File: src/rtl/zb_seq_pkg.sv
// Shared types for the TOP path sequencer: FSM states, path modes and the
// select pattern each mode drives onto SEL1/SEL3/SEL15.
package zb_seq_pkg;

  typedef enum logic [2:0] {
    ST_IDLE,
    ST_CONFIG,
    ST_WRITE,
    ST_GAP,
    ST_READ,
    ST_DONE,
    ST_ERROR
  } state_e;

  typedef enum logic [1:0] {
    MODE_FULL   = 2'd0,
    MODE_INFIFO = 2'd1,
    MODE_WRONLY = 2'd2,
    MODE_RSVD   = 2'd3
  } mode_e;

  typedef struct packed {
    logic [2:0] sel1;
    logic       sel3;
    logic [2:0] sel15;
  } sel_t;

  localparam sel_t SEL_FULL   = '{sel1: 3'b000, sel3: 1'b0, sel15: 3'b000};
  localparam sel_t SEL_INFIFO = '{sel1: 3'b010, sel3: 1'b1, sel15: 3'b001};

  // Write-only mode reuses the inFIFO stand-alone routing; it only skips READ.
  function automatic sel_t mode_sel(input mode_e m);
    case (m)
      MODE_FULL: return SEL_FULL;
      default:   return SEL_INFIFO;
    endcase
  endfunction

endpackage

File: src/rtl/zb_seq_watchdog.sv
// Stall watchdog for the sequencer data phases: counts consecutive cycles in
// which the active phase's enable is gated low and flags a timeout when the
// count reaches TIMEOUT_CYCLES. Used only when ZB_SEQ_TIMEOUT_EN is defined.
module zb_seq_watchdog #(
  parameter int TIMEOUT_CYCLES = 64
) (
  input  logic i_clk,
  input  logic i_rst,
  input  logic i_active,
  input  logic i_stall,
  input  logic i_beat,
  output logic o_timeout
);

  localparam int CNT_W = $clog2(TIMEOUT_CYCLES + 1);

  logic [CNT_W-1:0] r_stall_cnt;

  // Count consecutive stalls; any beat or leaving the data phase restarts it.
  always_ff @(posedge i_clk) begin
    if (i_rst || !i_active || i_beat) begin
      r_stall_cnt <= '0;
    end else if (i_stall) begin
      r_stall_cnt <= r_stall_cnt + 1'b1;
    end
  end

  // Fires during the TIMEOUT_CYCLES-th consecutive stall cycle.
  assign o_timeout = i_stall && (r_stall_cnt == CNT_W'(TIMEOUT_CYCLES - 1));

endmodule

File: src/rtl/zb_path_sequencer.sv
// Path sequencer beside TOP: turns a start/done handshake into select setup,
// an inFIFO write burst, an idle gap, an outFIFO read burst and a done pulse.
// Optional feature macro: ZB_SEQ_TIMEOUT_EN (stall watchdog -> ERROR).
module zb_path_sequencer
  import zb_seq_pkg::*;
#(
  parameter int SETTLE_CYCLES  = 2,
  parameter int GAP_CYCLES     = 4
`ifdef ZB_SEQ_TIMEOUT_EN
  ,
  parameter int TIMEOUT_CYCLES = 64
`endif
) (
  input  logic       inClock,
  input  logic       inReset,
  input  logic       inStart,
  input  logic [1:0] inMode,
  input  logic [3:0] inBurstLen,
  input  logic       inFifoFull,
  input  logic       inFifoEmpty,
  output logic       outWriteEnable,
  output logic       outReadEnable,
  output logic [2:0] outSEL1,
  output logic       outSEL3,
  output logic [2:0] outSEL15,
  output logic       outBusy,
  output logic       outDone,
  output logic       outError
);

  localparam int TIMER_MAX = (SETTLE_CYCLES > GAP_CYCLES) ? SETTLE_CYCLES : GAP_CYCLES;
  localparam int TIMER_W   = $clog2(TIMER_MAX + 1);

  state_e             r_state;
  state_e             w_next_state;
  mode_e              r_mode;
  logic [3:0]         r_len;
  logic [3:0]         r_beat;
  logic [TIMER_W-1:0] r_timer;
  sel_t               r_sel;

  logic w_start_ok;
  logic w_we;
  logic w_re;
  logic w_last_beat;
  logic w_settle_done;
  logic w_gap_done;
  logic w_timeout;

  assign w_start_ok    = (r_state == ST_IDLE) && inStart;
  assign w_we          = (r_state == ST_WRITE) && !inFifoFull;
  assign w_re          = (r_state == ST_READ) && !inFifoEmpty;
  assign w_last_beat   = (r_beat == r_len - 4'd1);
  assign w_settle_done = (r_timer == TIMER_W'(SETTLE_CYCLES - 1));
  assign w_gap_done    = (r_timer == TIMER_W'(GAP_CYCLES - 1));

`ifdef ZB_SEQ_TIMEOUT_EN
  logic w_active;
  logic w_stall;

  assign w_active = (r_state == ST_WRITE) || (r_state == ST_READ);
  assign w_stall  = w_active && !(w_we || w_re);

  zb_seq_watchdog #(
    .TIMEOUT_CYCLES(TIMEOUT_CYCLES)
  ) u_watchdog (
    .i_clk    (inClock),
    .i_rst    (inReset),
    .i_active (w_active),
    .i_stall  (w_stall),
    .i_beat   (w_we || w_re),
    .o_timeout(w_timeout)
  );
`else
  // Without the watchdog a stall simply waits for the FIFO flag to clear.
  assign w_timeout = 1'b0;
`endif

  // State register.
  always_ff @(posedge inClock) begin
    // NOTE: sequential state uses non-blocking assignments so every register
    // samples pre-edge values regardless of block ordering.
    if (inReset) begin
      r_state <= ST_IDLE;
    end else begin
      r_state <= w_next_state;
    end
  end

  // Next-state logic.
  always_comb begin
    // NOTE: default first so no path through the case leaves it unassigned
    // (which would infer a latch).
    w_next_state = r_state;
    case (r_state)
      ST_IDLE: begin
        if (inStart) begin
          w_next_state = (mode_e'(inMode) == MODE_RSVD) ? ST_ERROR : ST_CONFIG;
        end
      end
      ST_CONFIG: begin
        if (w_settle_done) begin
          w_next_state = (r_len == 4'd0) ? ST_DONE : ST_WRITE;
        end
      end
      ST_WRITE: begin
        if (w_timeout) begin
          w_next_state = ST_ERROR;
        end else if (w_we && w_last_beat) begin
          w_next_state = (r_mode == MODE_WRONLY) ? ST_DONE : ST_GAP;
        end
      end
      ST_GAP: begin
        if (w_gap_done) begin
          w_next_state = ST_READ;
        end
      end
      ST_READ: begin
        if (w_timeout) begin
          w_next_state = ST_ERROR;
        end else if (w_re && w_last_beat) begin
          w_next_state = ST_DONE;
        end
      end
      ST_DONE: begin
        w_next_state = ST_IDLE;
      end
      ST_ERROR: begin
        // Start here only clears the error; it is not taken as a request.
        if (inStart) begin
          w_next_state = ST_IDLE;
        end
      end
      default: begin
        w_next_state = ST_IDLE;
      end
    endcase
  end

  // Transaction registers: latched request, selects, phase timer, beat count.
  always_ff @(posedge inClock) begin
    if (inReset) begin
      r_mode  <= MODE_FULL;
      r_len   <= '0;
      r_sel   <= '0;
      r_timer <= '0;
      r_beat  <= '0;
    end else begin
      if (w_start_ok) begin
        r_mode <= mode_e'(inMode);
        r_len  <= inBurstLen;
        // Reserved mode never reaches CONFIG, so the previous routing stays.
        if (mode_e'(inMode) != MODE_RSVD) begin
          r_sel <= mode_sel(mode_e'(inMode));
        end
      end

      if (w_next_state != r_state) begin
        r_timer <= '0;
      end else if ((r_state == ST_CONFIG) || (r_state == ST_GAP)) begin
        r_timer <= r_timer + 1'b1;
      end

      // Stall cycles leave the count alone, so no beat is ever lost.
      if (w_next_state != r_state) begin
        r_beat <= '0;
      end else if (w_we || w_re) begin
        r_beat <= r_beat + 4'd1;
      end
    end
  end

  // Output decode from the current state.
  always_comb begin
    outBusy        = 1'b0;
    outDone        = 1'b0;
    outError       = 1'b0;
    outWriteEnable = w_we;
    outReadEnable  = w_re;
    case (r_state)
      ST_CONFIG, ST_WRITE, ST_GAP, ST_READ: outBusy  = 1'b1;
      ST_DONE:                              outDone  = 1'b1;
      ST_ERROR:                             outError = 1'b1;
      default:                              outBusy  = 1'b0;
    endcase
  end

  assign outSEL1  = r_sel.sel1;
  assign outSEL3  = r_sel.sel3;
  assign outSEL15 = r_sel.sel15;

endmodule

File: config.mk
export PLATFORM = sky130hd
export DESIGN_NAME = zb_path_sequencer
export DESIGN_NICKNAME = d
export VERILOG_FILES = /design/src/rtl/zb_seq_pkg.sv /design/src/rtl/zb_seq_watchdog.sv /design/src/rtl/zb_path_sequencer.sv
export SDC_FILE = /design/constraint.sdc
export NUM_CORES = 1
export LEC_CHECK = 0
export ABC_CLOCK_PERIOD_IN_PS = 4000
export BUFFER_PORTS_ARGS = -buffer_cell sky130_fd_sc_hd__buf_2
export CAP_MARGIN = 30
export CORE_AREA = 2 2 48 50
export DETAILED_ROUTE_END_ITERATION = 8
export DIE_AREA = 0 0 50 52
export GPL_TIMING_DRIVEN = 0
export PLACE_DENSITY = 0.78
export SETUP_SLACK_MARGIN = 0.1
export SYNTH_ARGS = -nofsm -noshare
export SYNTH_HDL_FRONTEND = slang
export SYNTH_HIERARCHICAL = 1
export SYNTH_SLANG_ARGS = --single-unit
export TNS_END_PERCENT = 5
File: constraint.sdc
create_clock -name inClock -period 4 [get_ports inClock]
set_input_delay 0.2 -clock inClock [delete_from_list [all_inputs] [get_ports inClock]]
set_output_delay 0.2 -clock inClock [all_outputs]
set_load 0.005 [all_outputs]
==> metrics.md <==
| Metric | Value |
|---|---|
| Outcome | complete, no violations |
| Setup violators final | 0 |
| Final Hold Viols | 0 |
| Layout cells sized above 1 | 0.2667 |
| Antenna Nets Post-Route | 0 |
| First-pass GRT wire length | approximately 3600 um |
| Peak Freq | between 400 and 500 MHz |
| CTS Buf Count | 3 |
| Post-Route WL | around 2000 um |
| Clock transition at path regs | 0.10 ns |
| Post-CTS setup-driven buffer insertion count | 0 |
| CTS Buffer Depth | 2 |
| Netlist cell types | 39 |
| R2R cell count | 8 |
| Actual slew at the worst max-slew pin | 0.5089 ns |
| CTS Hold Buffers Added | 0 |
| Critical Path Sink Type | register |
| Setup TNS | 0 ns |
| Synth Area in XOR/XNOR | 0.09226 |
| Pwr Total | around 0.42 mW |
| FP Rows | 17 |
| Die X | 50 um |
| Vias per inst | 5.180 |
| Number of global-route vias before repair | roughly 860 |
| Fin crit share | 0.5590 |
| FFs w/ async S/R, synth | 0 |
| Static Leak | 0.5218 nW |
| DIE AREA | approximately 0.0026 mm2 |
| 1st-iter DRT viols | 12 |
| RSZ-0062 raised after global routing | no |
| Yosys top cell by area | dfxtp_1 |
| Area grow syn2layout | 14.35% |
| First-pass DRT Iterations | 4 |
| Main combinational cell family by area after synthesis | simple AND/OR/NAND/NOR gates |
| PortBufs | 17 |
| Filler cell count | 204 |
| Yosys Warn Count | 6 |
| Post-synthesis simple-gate area fraction | 0.2665 |
| Hold crit path type | in2reg |
| Inst Count DP | 174 |
| GRT Overall Usage | 0.1760 |
| Max Slew Vio Count | 0 |
| Adder-cell share of the synthesized area | 0.05695 |
| Core area | around 0.0021 mm2 |
| Drt drc | 0 |
| Kind of critical path | reg2reg |
| Post-synthesis mux area share | 0.009112 |
| Synth Flop Type | dfxtp_1 |
| EDFF count, synth | 0 |
| Diodes inserted | 0 |
| Clock tree sinks | 17 |
| # Max-Cap Violations | 0 |
| Pwr/cell area | 331.2 mW/mm2 |
| Net count, final | 167 |
| Data arrival, critical path | 2.45 ns |
| Part of the Yosys area used for sequential elements | 0.3098 |
| CTS HTree Levels | 1 |
| Post-cts resize count | 0 |
| Grt total ovfl | 0 |
| Syn_area_per_cell | 8.719 um2 |
| Initial antenna violation count | 0 |
| Mapped cell area | ~0.0011 mm2 |
| Finished Cell Area | 0.001256 mm2 |
| WHS Path Cells | 3 |
| RD Place Congestion | around 0.85 |
| Worst slew margin | 0.6593 |
| Post-synth top area share | 0.3098 |
| Clk_skew | around 0.00031 ns |
| Largest net degree at the start of global routing | 11 |
| Worst Path Max Fanout | 7 |
| Starting Density | 0.5217 |
| Max VDD drop | approximately 250 uV |
| Synth Instances | around 130 |
| Final core occ | 0.5966 |
| Min Tclk post-route | approximately 2.2 ns |
| Root buffer cell | clkbuf_4 |
| CTS tree | built |
| IO Pins | 23 |
| Final std cells w/o fill | 178 |
| Post-DR wirelength/cell | roughly 11 um |
| Clock latency on the worst-skew pair | approximately 0.28 ns |
| Post-DP Area | around 0.0012 mm2 |
| Area contributors post-synth | dfxtp_1 31%, nand2_1 5.8%, ha_1 5.7% |
| Post-DP HPWL | approximately 1600 um |
| Post-synth top cells | 17 x dfxtp_1, 17 x nand2_1, 14 x nor2_1 |
| Worst setup SP type | register |
| WP data required | roughly 4.2 ns |
| Number of synthesized register bits | 17 |
| Via Count | 922 |
| Synth Area in Compound Gates | 0.1720 |
| Die Ht | roughly 52 um |
==> worst max-delay path, cell delays in order, from the launching register on <==
cell and delay (ns):
dfxtp_1 0.35, inv_1 0.07, ha_1 0.16, or3b_1 0.39, nor2b_1 0.16, a211oi_1 0.25, o2111ai_1 0.16, a211o_2 0.43
a211oi_2 0.20
==> power by group <==
| part | switching [mW] | internal (mW) | total [mW] |
|---|---|---|---|
| clock network | 0.0533 | 0.0387 | 0.0920 |
| logic | 0.0681 | 0.0620 | 0.130 |
| registers | 0.0117 | 0.182 | 0.194 |
| total | 0.133 | 0.283 | 0.416 |
==> worst paths after layout <==
kind | start | to | slack, ns
worst max-delay path | r_len[0] | r_timer[1] | 1.76
worst min-delay path | inBurstLen[1] | r_len[1] | 0.14
worst max register to register | r_len[0] | r_timer[1] | 1.76
worst min register to register | r_mode[0] | r_mode[0] | 0.46
==> final cells by class <==
| class | count | area (um2) | share of cell area |
|---|---|---|---|
| Sequential cell | 17 | 340.3 | 0.2709 |
| Inverter | 6 | 22.52 | 0.01793 |
| Multi-Input combinational cell | 96 | 670.6 | 0.5339 |
| Buffer | 10 | 76.32 | 0.06076 |
| Tap cell | 28 | 35.03 | 0.02789 |
| Timing Repair Buffer | 17 | 85.08 | 0.06773 |
| Clock buffer | 4 | 26.28 | 0.02092 |
==> per-layer routing <==
layer  share of wire  global-route usage  up-vias
met3           0.040             0.02586        2
met2            0.53              0.3180       20
met1            0.43              0.2060      426
li1                -                   -      474
met4          0.0040             0.07407        0
met5               0                   0        -
==> cell usage in the layout (no fill, tap or decap), types with 3 or more instances in the layout <==
cell      Yosys  final
conb_1        1      4
nor2_1       14     14
inv_1         6      6
buf_2         1     18
a21oi_1      10     10
nor2b_1       3      3
xor2_1        3      3
nand3_1       3      3
nand2_1      17     17
xnor2_1       6      6
ha_1          5      5
buf_4         6      6
clkbuf_4      0      3
dfxtp_1      17     17
nor3_1        3      3
==> through the flow <==
| stage | hold slack [ns] | setup WS [ns] |
|---|---|---|
| final | 0.1395 | 1.764 |
| after global routing | 0.1422 | 1.544 |
| after CTS | 0.1338 | 1.747 |
| after detailed placement | 0.4447 | 1.775 |
| after global placement | 0.4382 | 1.824 |
| after floorplan | 0.3360 | 1.973 |
==> flip-flops by register name, indices dropped and copies added (netlist names) <==
register  cells
r_timer       3
outSEL1       1
r_beat        4
r_len         4
r_state       3
r_mode        2
==> cells by family (layout without fill, tap and decap cells) <==
group / Yosys count / in the layout
xor+xnor: 10 / 10
flops: 17 / 17
mux: 1 / 1
simple gates: 52 / 52
compound gates: 24 / 24
fa+ha+maj: 5 / 5
buf+inv: 16 / 37
other cells: 1 / 4
(Power assumes the default switching activity.)
